**src/rtl/pixel_downloader.sv**
```systemverilog
// Write-direction pixel DMA: gathers 6 or 8 FIFO words per beat and stores each 256-bit beat
// to a circular frame region through an Avalon-MM master write port.
module pixel_downloader (
  input  logic         clk,
  input  logic         rst_n,
  output logic [32:0]  avl_mm_addr,
  output logic         avl_mm_write,
  output logic [255:0] avl_mm_writedata,
  output logic [31:0]  avl_mm_byteenable,
  input  logic         avl_mm_waitrequest,
  input  logic         avl_mm_writeresponsevalid,
  input  logic [1:0]   avl_mm_response,
  output logic         pix_fifo_read,
  input  logic [31:0]  pix_fifo_data,
  input  logic         pix_fifo_empty,
  input  logic [9:0]   pix_fifo_usedw,
  input  logic         enable,
  input  logic         word_mode,
  input  logic [31:0]  base_address,
  input  logic [31:0]  total_size,
  input  logic         transform_data,
  output logic         write_error,
  output logic         frame_done,
  output logic         active
);

  typedef enum logic [1:0] {StIdle, StGather, StWrite} state_e;

  state_e      state_q, state_d;
  logic [3:0]  cnt_q, cnt_d;
  logic [31:0] slot_q [8];
  logic [31:0] slot_d [8];
  logic        tr_q, tr_d;
  logic        wm_q, wm_d;
  logic        enable_q;
  logic [31:0] base_q, base_d;
  logic [31:0] addr_q, addr_d;
  logic        err_q, err_d;
  logic        done_q, done_d;
  logic        write_q, write_d;
  logic        read_q, read_d;
  logic        active_q, active_d;

  logic [3:0]   need;
  logic [3:0]   beat_len;
  logic         can_start;
  logic         accept;
  logic [31:0]  addr_next;
  logic         wrap;
  logic [191:0] packed_v;
  logic [255:0] wdata;

  always_comb begin
    need      = transform_data ? 4'd6 : 4'd8;
    beat_len  = tr_q ? 4'd6 : 4'd8;
    can_start = enable && !err_q && !pix_fifo_empty && (pix_fifo_usedw >= {6'd0, need});
    accept    = write_q && !avl_mm_waitrequest;
    addr_next = addr_q + (wm_q ? 32'd1 : 32'd32);
    wrap      = (addr_next == base_q + total_size);

    state_d = state_q;
    cnt_d   = cnt_q;
    slot_d  = slot_q;
    tr_d    = tr_q;
    wm_d    = wm_q;
    base_d  = base_q;
    addr_d  = addr_q;
    done_d  = 1'b0;
    write_d = write_q;
    read_d  = read_q;

    // Set wins over clear so an error arriving while disabled is not lost.
    err_d = err_q;
    if (avl_mm_writeresponsevalid && (avl_mm_response != 2'b00)) begin
      err_d = 1'b1;
    end else if (!enable) begin
      err_d = 1'b0;
    end

    unique case (state_q)
      StIdle: begin
        if (can_start) begin
          state_d = StGather;
          cnt_d   = 4'd0;
          tr_d    = transform_data;
          wm_d    = word_mode;
          read_d  = 1'b1;
        end
      end
      StGather: begin
        // Data for the strobe issued at count k arrives while the count is k+1.
        if (cnt_q != 4'd0) begin
          slot_d[3'(cnt_q - 4'd1)] = pix_fifo_data;
        end
        cnt_d  = cnt_q + 4'd1;
        read_d = ((cnt_q + 4'd1) < beat_len);
        if (cnt_q == beat_len) begin
          state_d = StWrite;
          write_d = 1'b1;
          read_d  = 1'b0;
        end
      end
      StWrite: begin
        if (accept) begin
          write_d = 1'b0;
          addr_d  = wrap ? base_q : addr_next;
          done_d  = wrap;
          if (can_start) begin
            state_d = StGather;
            cnt_d   = 4'd0;
            tr_d    = transform_data;
            wm_d    = word_mode;
            read_d  = 1'b1;
          end else begin
            state_d = StIdle;
          end
        end
      end
      default: state_d = StIdle;
    endcase

    if (enable && !enable_q) begin
      base_d = base_address;
      addr_d = base_address;
    end

    active_d = (state_d != StIdle);
  end

  always_ff @(posedge clk or negedge rst_n) begin
    if (!rst_n) begin
      state_q  <= StIdle;
      cnt_q    <= 4'd0;
      slot_q   <= '{default: '0};
      tr_q     <= 1'b0;
      wm_q     <= 1'b0;
      enable_q <= 1'b0;
      base_q   <= 32'd0;
      addr_q   <= 32'd0;
      err_q    <= 1'b0;
      done_q   <= 1'b0;
      write_q  <= 1'b0;
      read_q   <= 1'b0;
      active_q <= 1'b0;
    end else begin
      state_q  <= state_d;
      cnt_q    <= cnt_d;
      slot_q   <= slot_d;
      tr_q     <= tr_d;
      wm_q     <= wm_d;
      enable_q <= enable;
      base_q   <= base_d;
      addr_q   <= addr_d;
      err_q    <= err_d;
      done_q   <= done_d;
      write_q  <= write_d;
      read_q   <= read_d;
      active_q <= active_d;
    end
  end

  // Packed mode: pixel p is V[24p+:24], zero-extended into a 32-bit lane.
  always_comb begin
    packed_v = {slot_q[5], slot_q[4], slot_q[3], slot_q[2], slot_q[1], slot_q[0]};
    wdata    = '0;
    for (int k = 0; k < 8; k++) begin
      if (tr_q) begin
        wdata[32*k +: 32] = {8'h00, packed_v[24*k +: 24]};
      end else begin
        wdata[32*k +: 32] = slot_q[k];
      end
    end
  end

  assign avl_mm_addr       = {1'b0, addr_q};
  assign avl_mm_write      = write_q;
  assign avl_mm_writedata  = wdata;
  assign avl_mm_byteenable = {32{write_q}};
  assign pix_fifo_read     = read_q;
  assign write_error       = err_q;
  assign frame_done        = done_q;
  assign active            = active_q;

  read_never_empty: assert property (@(posedge clk) disable iff (!rst_n)
    !(pix_fifo_read && pix_fifo_empty));

endmodule

```
**config.mk**
```make
export PLATFORM = sky130hd
export DESIGN_NAME = pixel_downloader
export DESIGN_NICKNAME = d
export VERILOG_FILES = /design/src/rtl/pixel_downloader.sv
export SDC_FILE = /design/constraint.sdc
export NUM_CORES = 1
export LEC_CHECK = 0
export BUFFER_PORTS_ARGS = -buffer_cell sky130_fd_sc_hd__buf_2
export CORE_ASPECT_RATIO = 1.1
export CORE_MARGIN = 5
export CORE_UTILIZATION = 59
export CTS_CLUSTER_SIZE = 40
export DETAILED_ROUTE_END_ITERATION = 10
export GPL_ROUTABILITY_DRIVEN = 0
export PLACE_DENSITY = 0.86
export SKIP_CTS_REPAIR_TIMING = 1
export SLEW_MARGIN = 20
export SYNTH_ARGS = -nofsm -noshare
export SYNTH_HDL_FRONTEND = slang
export SYNTH_SLANG_ARGS = --single-unit
export TNS_END_PERCENT = 100
```
**constraint.sdc**
```tcl
create_clock -name clk -period 9.05 [get_ports clk]
set_input_delay 0.4525 -clock clk [delete_from_list [all_inputs] [get_ports clk]]
set_output_delay 0.4525 -clock clk [all_outputs]
set_load 0.02 [all_outputs]
```
# == Word level (Yosys, flattened, before mapping) ==
# Index checks and enable logic that the tools add are counted.
# op_classes
bitwise_logic,1
muxes,43
n_eq_ne,7
order_cmp,4
n_reduce_logical,25
n_addsub,4
# op_table
cell,count
$mux W32,13
$bwmux W256,1
$demux W32 S3,1
$add A32 B32 Y32,1
$add A32 B6 Y32,1
$eq A32 B32 Y1,1
$mux W4,4
$mux W1,14
$pmux W4 S3,1
$reduce_bool A2 Y1,6
$ge A10 B4 Y1,1
$reduce_and A2 Y1,4
$logic_and A1 B1 Y1,7
$mux W2,3
$mux W6,1
$pmux W1 S2,3
$pmux W2 S3,1
$add A4 B1 Y4 const B,1
$eq A4 B4 Y1,1
$ge A4 B4 Y1 const B,1
$logic_not A1 Y1,4
$lt A4 B1 Y1 const B,1
$lt A4 B4 Y1,1
$ne A2 B2 Y1 const B,2
10 further kinds,10
# word_totals
in_bits,116
out_inout_bits,326
ff_bits,334
elab_cells,104

# == Longest topological paths before layout ==
# Gate-level depths: netlist of run 1.
# depth
word_depth,8
mapped_depth,17
mapped_depth_nobuf,14

# == Least setup slack after synthesis of run 1 ==
# No wires, ideal clock.
# synth_path
path_kind,input -> register
start,input total_size[0]
end,register addr_q[12]
setup_time_ns,0.077
setup_slack_ns,5.493
n_path_buf,1
path_stages,15
t_arrival_ns,3.480
required_ns,8.973
cell_sequence,ha_1 -> inv_1 -> fa_1 -> nor2b_1 -> o31ai_1 -> a21oi_1 -> a31oi_1 -> or3_1 -> a31oi_1 -> xnor2_1 -> nand3b_2 -> nor4_4 -> buf_6 -> mux2_2 -> a21oi_1
# synth_between
elab_chain_cells,6
# synth_rtl
element,line_no,rtl
from (decl),20,"input logic [31:0] total_size,"
$add A32 B32 Y32,59,wrap = (addr_next == base_q + total_size);
$eq A32 B32 Y1,59,
$mux W32,106,addr_d = wrap ? base_q : addr_next;
$mux W32,104,if (accept) begin
$mux W32,80,unique case (state_q)
$mux W32,122,if (enable && !enable_q) begin
to (signal assigned),153,addr_q <= addr_d;
to (decl),37,"logic [31:0] addr_q, addr_d;"
# No other way between the ends. The select of a mux whose other input is x is not followed.
# A chain may end at the register's enable or synchronous reset.

# == Final worst setup path of run 1 ==
# layout_path
start,register base_q[0]
end,register addr_q[19]
# layout_between
elab_chain_cells,6
# layout_rtl
element,line_no,rtl
from (decl),36,"logic [31:0] base_q, base_d;"
from (signal assigned),152,base_q <= base_d;
$add A32 B32 Y32,59,
$eq A32 B32 Y1,59,
$mux W32,106,
$mux W32,104,
$mux W32,80,
$mux W32,122,
# No other way between the ends. The select of a mux whose other input is x is not followed.

==> results.json, run 1 <==
{
  "grt_pass1_vias": 15500,
  "drive_gt1_frac": 0.474,
  "detail-route-antenna-nets": 0,
  "critPathArrivalTime_ns": 5.11,
  "share_seq_of_total_power": 0.298,
  "p_int_mw": 5.18,
  "ioPinCount": 442,
  "grt_setup_unrepaired": "no",
  "cts.path.max_buffers": 3,
  "worst_pin_slew_ns": 1.12,
  "syn-num-nets": 1821,
  "via_count": 15100,
  "clk_latency_ns": 0.53,
  "antenna_found_initial": 3,
  "cts_tree": "built",
  "nNetsFinal": 2168,
  "hpwl_um": 42700,
  "die_y_um": 198,
  "yosysTopAreaCell": "dfrtp_1",
  "p_sw_mw": 3.91,
  "grt_max_degree": 168,
  "htree_levels": 2,
  "mostFrequentLayoutCell": "buf_2",
  "crit_fanout": 36,
  "fin_worst_skew_ns": 0.0179,
  "ys_ff_latch": 334,
  "synth_top_cells_by_area": "dfrtp_1, mux2_2, nand2_1",
  "start_util": 0.601,
  "first_iter_violations": 1451,
  "hp-class": "primary input to asynchronous set/reset pin",
  "setup.worst_path.start_class": "flop",
  "routed_via_density": 6.14,
  "final_cell_area_sq_mm": 0.0224,
  "fin_crit_sh": 0.519,
  "syn_area_sq_mm": 0.0190,
  "ys_types": 69,
  "slew_headroom": 0.255,
  "finalSetupViolCount": 0,
  "worst_slack_ns": 4.35,
  "mostFrequentLayoutCells": "buf_2, mux2_2, dfrtp_1",
  "drt-total-wl_um": 60200,
  "finalHoldViolations": 0,
  "die-area_sq_mm": 0.0358,
  "outcome": "finished, final reports clean",
  "critPathRequiredTime_ns": 9.46,
  "cts_root_buffer": "clkbuf_16",
  "drc": 0,
  "clkPwrFrac": 0.181,
  "numCtsBuffers": 37,
  "dieWidth_um": 181,
  "wl_met1_um": 21600,
  "ys_seq_area_frac": 0.441,
  "p_leak_nw": 10.5,
  "core_sq_mm": 0.0316,
  "dpl_cell_area_sq_mm": 0.0211,
  "p_comb_frac": 0.521,
  "peakVddDrop_uv": 379,
  "tns_ns": 0,
  "numClockSinks": 334,
  "async_flop_share": 1.00,
  "grt_first_pass_wirelength_um": 91700,
  "swShare": 0.430,
  "io_buffers": 440,
  "top_layer": "met5",
  "cp-end-kind": "flop",
  "cts.clk_slew.worst_paths_ns": 0.06,
  "place_ws_ns": 4.23,
  "cellPowerDensity_mw_per_mm2": 406,
  "min_period_ns": 4.70,
  "met2WireLength_um": 29800,
  "syn_to_final_growth_pct": 18.2,
  "dr.pass1.iters": 6,
  "syn_area_per_cell_sq_um": 11.4,
  "synth-edff-count": 0,
  "post_drt_wl_per_cell_um": 24.5,
  "drv_cap": 0,
  "yosysTopAreaCellShare": 0.441,
  "track_usage": 0.326,
  "ys.flop_type": "dfrtp_1",
  "row_count": 68,
  "fin_util": 0.710,
  "path_class": "flop to flop",
  "yosysWarningCount": 0,
  "postSynthCellCount": 1663,
  "drv_slew": 0,
  "timing.fmax_mhz": 213,
  "grt_overflow": 0,
  "dr_wl_met3_um": 5640,
  "diodes": 0
}
==> state kept, by name (all words and copies together), names as in the netlist <==
register / flops
wm_q: 1
slot_q: 64
frame_done: 1
avl_mm_write: 1
cnt_q: 4
packed_v: 192
base_q: 32
tr_q: 1
active: 1
write_error: 1
pix_fifo_read: 1
addr_q: 32
state_q: 2
enable_q: 1
==> layer usage <==
layer	up-vias	GRT usage
li1	6560	-
met1	7493	0.390
met2	842	0.559
met3	199	0.0814
met4	4	0.149
met5	-	0
==> cell type report <==
class / instances / area, sq um
multi-input combinational: 1167 / 9790
timing repair buffer: 455 / 2350
fill: 2131 / 9160
tap: 420 / 526
clock buffer: 50 / 1010
sequential: 334 / 8360
inverter: 15 / 56.3
clock inverter: 17 / 299
==> critical path, cell delays in order (launching register included) <==
cell,delay (ns)
dfrtp_1,0.38
ha_1,0.19
inv_1,0.06
fa_1,0.40
nor2b_1,0.21
o31ai_1,0.12
a21oi_1,0.38
a31oi_1,0.21
or3_1,0.43
a31oi_1,0.19
xnor2_1,0.19
nand3b_2,0.22
nor4_4,0.72
buf_4,0.49
mux2i_1,0.13
a221o_1,0.27
==> power groups by stage <==
stage	clock [mW]	combinational, mW	sequential (mW)
final	1.65	4.74	2.71
after detailed placement	0	4.71	2.69
after floorplan	0	3.46	2.49
after global placement	0	4.63	2.64
after global routing	1.73	5.03	2.78
after CTS	1.66	4.75	2.68
==> worst paths after layout <==
| path | start | endpoint | slack (ns) | depth (start not counted) |
|---|---|---|---|---|
| max | base_q[0]$_DFFE_PN0P_ | addr_q[19]$_DFFE_PN0P_ | 4.35 | 15 |
| max reg2reg | base_q[0]$_DFFE_PN0P_ | addr_q[19]$_DFFE_PN0P_ | 4.35 | 15 |
| min in group clk | base_address[27] | base_q[27]$_DFFE_PN0P_ | 0.13 | 3 |
| min | rst_n | base_q[1]$_DFFE_PN0P_ | 0.07 | 1 |
| min reg2reg | write_error$_DFFE_PN0P_ | write_error$_DFFE_PN0P_ | 0.50 | 2 |
| max in group asynchronous | rst_n | packed_v[144]$_DFFE_PN0P_ | 7.55 | 2 |
==> cell families (layout without fill, tap and decap cells) <==
| kind of cell | count (synthesis) | after routing | share of synthesized area |
|---|---|---|---|
| DFF | 334 | 334 | 0.441 |
| muxes | 437 | 437 | 0.259 |
| and+or+nand+nor | 427 | 427 | 0.116 |
| buffers and inverters | 162 | 537 | 0.0457 |
| xor gates and xnor gates | 91 | 91 | 0.0502 |
| other | 1 | 1 | 0.000198 |
| adders and majority gates | 42 | 42 | 0.0281 |
| AOI/OAI and AO/OA | 169 | 169 | 0.0598 |
==> metrics by stage <==
stage / std cells / hold WS, ns / total power, mW
2_1_floorplan: 1663 / 0.157 / 5.95
3_5_place_dp: 2390 / 0.488 / 7.40
3_3_place_gp: 2390 / 0.482 / 7.27
5_1_grt: 2458 / 0.122 / 9.54
6_report: 2458 / 0.0666 / 9.10
4_1_cts: 2457 / 0.0913 / 9.09
==> cell usage after synthesis (all sizes together), types with 2 or more instances <==
| library cell | n |
|---|---|
| o211ai | 4 |
| and2 | 4 |
| a21o | 15 |
| xnor2 | 52 |
| nand4 | 20 |
| inv | 15 |
| nor3b | 3 |
| or2 | 2 |
| a21oi | 40 |
| a22o | 3 |
| a21boi | 2 |
| or3 | 22 |
| xnor3 | 8 |
| buf | 74 |
| a41o | 2 |
| ha | 41 |
| nor3 | 13 |
| nand3b | 2 |
| mux2 | 429 |
| and4 | 5 |
| o31ai | 5 |
| a22oi | 21 |
| a2111oi | 2 |
| and3 | 9 |
| o21ai | 37 |
| clkbuf | 73 |
| nor2 | 37 |
| nand4b | 2 |
| o21a | 5 |
| nor4 | 11 |
| o41ai | 6 |
| nor2b | 75 |
| nand3 | 52 |
| xor2 | 29 |
| dfrtp | 334 |
| xor3 | 2 |
| a31oi | 8 |
| mux2i | 8 |
| nand2 | 159 |
| a221o | 6 |
| o21bai | 5 |
| nand2b | 9 |
| a211oi | 3 |
No activity file was read; power rests on OpenSTA's default activity.
==> run 2: changes to the inputs <==
--- a/config.mk
+++ b/config.mk
@@ -8,11 +8,11 @@
 export BUFFER_PORTS_ARGS = -buffer_cell sky130_fd_sc_hd__buf_2
 export CORE_ASPECT_RATIO = 1.1
 export CORE_MARGIN = 5
-export CORE_UTILIZATION = 59
+export CORE_UTILIZATION = 50
 export CTS_CLUSTER_SIZE = 40
 export DETAILED_ROUTE_END_ITERATION = 10
 export GPL_ROUTABILITY_DRIVEN = 0
-export PLACE_DENSITY = 0.86
+export PLACE_DENSITY = 0.78
 export SKIP_CTS_REPAIR_TIMING = 1
 export SLEW_MARGIN = 20
 export SYNTH_ARGS = -nofsm -noshare
==> constraint.sdc (replaced) <==
create_clock -name clk -period 3.9 [get_ports clk]
set_input_delay 0.195 -clock clk [delete_from_list [all_inputs] [get_ports clk]]
set_output_delay 0.195 -clock clk [all_outputs]
set_load 0.02 [all_outputs]
==> run 2 against run 1 <==
Net effect: global-route usage shrank 3.8 points; count of clock-buffer cells in the layout rose by 10; worst setup slack got worse by 4.3 ns; power increased by 130%; final cell count up 6.1%; routed wire length grew 5.5%; sequential cell count is the same; sequential power increased by 130%; critical path type unchanged; critical endpoint is now addr_q[21]$_DFFE_PN0P_; largest power group unchanged.
==> results.json, run 2 (synthesis gave the netlist of run 1 again) <==
{
  "path_delay_family": "compound AO/OA/AOI/OAI gates",
  "outcome": "finished, final reports clean",
  "fin_worst_skew_ns": 0.0206,
  "dieWidth_um": 196,
  "mostFrequentLayoutCell": "buf_2",
  "htree_levels": 2,
  "finalSetupViolCount": 0,
  "peakVddDrop_uv": 683,
  "ioPinCount": 442,
  "slowest_delay_ns": 0.41,
  "timing.fmax_mhz": 257,
  "worst_pin_slew_ns": 1.02,
  "antenna_found_initial": 3,
  "multi_input_area_sq_mm": 0.00986,
  "nNetsFinal": 2242,
  "finalHoldViolations": 0,
  "io_buffers": 440,
  "final_cell_area_sq_mm": 0.0232,
  "via_count": 15200,
  "hp-class": "primary input to flop",
  "drc": 0,
  "numClockSinks": 334,
  "drt-total-wl_um": 63500,
  "first_iter_violations": 1077,
  "setup.worst_path.start_class": "flop",
  "drive_gt1_frac": 0.481,
  "dr.pass1.iters": 6,
  "hpwl_um": 45000,
  "grt_pass1_vias": 15700,
  "cts.clk_slew.worst_paths_ns": 0.06,
  "min_period_ns": 3.89,
  "start_util": 0.508,
  "crit_fanout": 14,
  "cts_tree": "built",
  "critPathArrivalTime_ns": 4.30,
  "drv_slew": 0,
  "largest_reg_flops": 192,
  "routed_via_density": 5.85,
  "row_count": 74,
  "cp_num_buf_inv": 3,
  "fin_util": 0.622,
  "slowest_stage": "fa_1",
  "fillCellCount": 2890,
  "dpl_cell_area_sq_mm": 0.0214,
  "drv_cap": 0,
  "clk_latency_ns": 0.55,
  "fin_crit_sh": 0.997,
  "die_y_um": 214,
  "detail-route-antenna-nets": 0,
  "grt_overflow": 0,
  "track_usage": 0.288,
  "cts_root_buffer": "clkbuf_16",
  "cp_cell_sequence": "ha_1, inv_1, fa_1, nor2b_2, o31ai_2, a21oi_2, a31oi_2, or3_4, a31oi_1, xnor2_1, nand3b_2, nor4_4, buf_4, buf_6, mux2i_1, a221o_1",
  "grt_first_pass_wirelength_um": 94600,
  "p_leak_nw": 10.9,
  "die-area_sq_mm": 0.0419,
  "slew_headroom": 0.320,
  "syn_to_final_growth_pct": 22.5,
  "critPathRequiredTime_ns": 4.31,
  "grt_setup_unrepaired": "yes",
  "cellPowerDensity_mw_per_mm2": 907,
  "cp-end-kind": "flop",
  "seqCellArea_sq_mm": 0.00836,
  "numCtsBuffers": 38,
  "post_drt_wl_per_cell_um": 24.3,
  "core_sq_mm": 0.0373,
  "path_class": "flop to flop",
  "cts.path.max_buffers": 3,
  "mostFrequentLayoutCells": "buf_2, mux2_2, dfrtp_1",
  "grt_max_degree": 124
}
## run 2: changes by cell type in the layout (fill, tap and decap cells not counted), sizes merged
cell,before,now
diode,0,2
inv,17,15
bufinv,8,2
clkinv,6,4
buf,455,488
dlygate4sd3,0,38
clkbuf,50,62
## run 2: worst paths after layout
path                                         from                  endpoint  slack (ns)  depth (start not counted)
min in group asynchronous                   rst_n  packed_v[18]$_DFFE_PN0P_        0.30                          2
setup / recovery            base_q[0]$_DFFE_PN0P_    addr_q[21]$_DFFE_PN0P_        0.01                         16
setup reg to reg            base_q[0]$_DFFE_PN0P_    addr_q[21]$_DFFE_PN0P_        0.01                         16
max in group asynchronous                   rst_n          tr_q$_DFFE_PN0P_        2.36                          3
hold / removal                  pix_fifo_data[12]  packed_v[76]$_DFFE_PN0P_        0.05                          2
hold reg to reg            slot_q[63]$_DFFE_PN0P_    slot_q[63]$_DFFE_PN0P_        0.50                          1
## run 2: area by class of cell
class / instances / area share
diodes: 2 / 0.000216
clock buffers: 60 / 0.0497
clock inverters: 7 / 0.00474
inverters: 15 / 0.00242
multi-input cells: 1167 / 0.424
flip-flops and latches: 334 / 0.360
well taps: 494 / 0.0266
repair buffers: 528 / 0.132
## run 2: where the power goes
| group | internal, mW | total (mW) | switching (mW) | leakage (nW) |
|---|---|---|---|---|
| Combinational | 4.80 | 11.3 | 6.47 | 6.18 |
| Sequential | 4.95 | 6.16 | 1.21 | 4.07 |
| Clock | 2.17 | 3.65 | 1.48 | 0.616 |
| Total | 11.9 | 21.1 | 9.15 | 10.9 |
## run 2: routing by layer
metal / vias to the layer above / share of wire / track usage / wire length (um)
met5: - / 0.00043 / 0 / 27
met3: 168 / 0.11 / 0.0995 / 6890
met2: 780 / 0.48 / 0.477 / 30600
met1: 7587 / 0.37 / 0.349 / 23300
met4: 4 / 0.042 / 0.108 / 2690
li1: 6709 / - / - / -
## run 2: metrics by stage
stage	power (mW)	setup TNS, ns	hold slack [ns]	worst slack, ns	instances
2_1_floorplan	13.8	0	-0.101	0.393	1663
3_3_place_gp	17.0	0	0.344	0.134	2493
3_5_place_dp	17.3	0	0.356	0.00246	2493
4_1_cts	21.1	-0.0826	-0.241	-0.0357	2560
5_1_grt	22.1	-0.371	0.0352	-0.0740	2605
6_report	21.1	0	0.0497	0.0109	2607
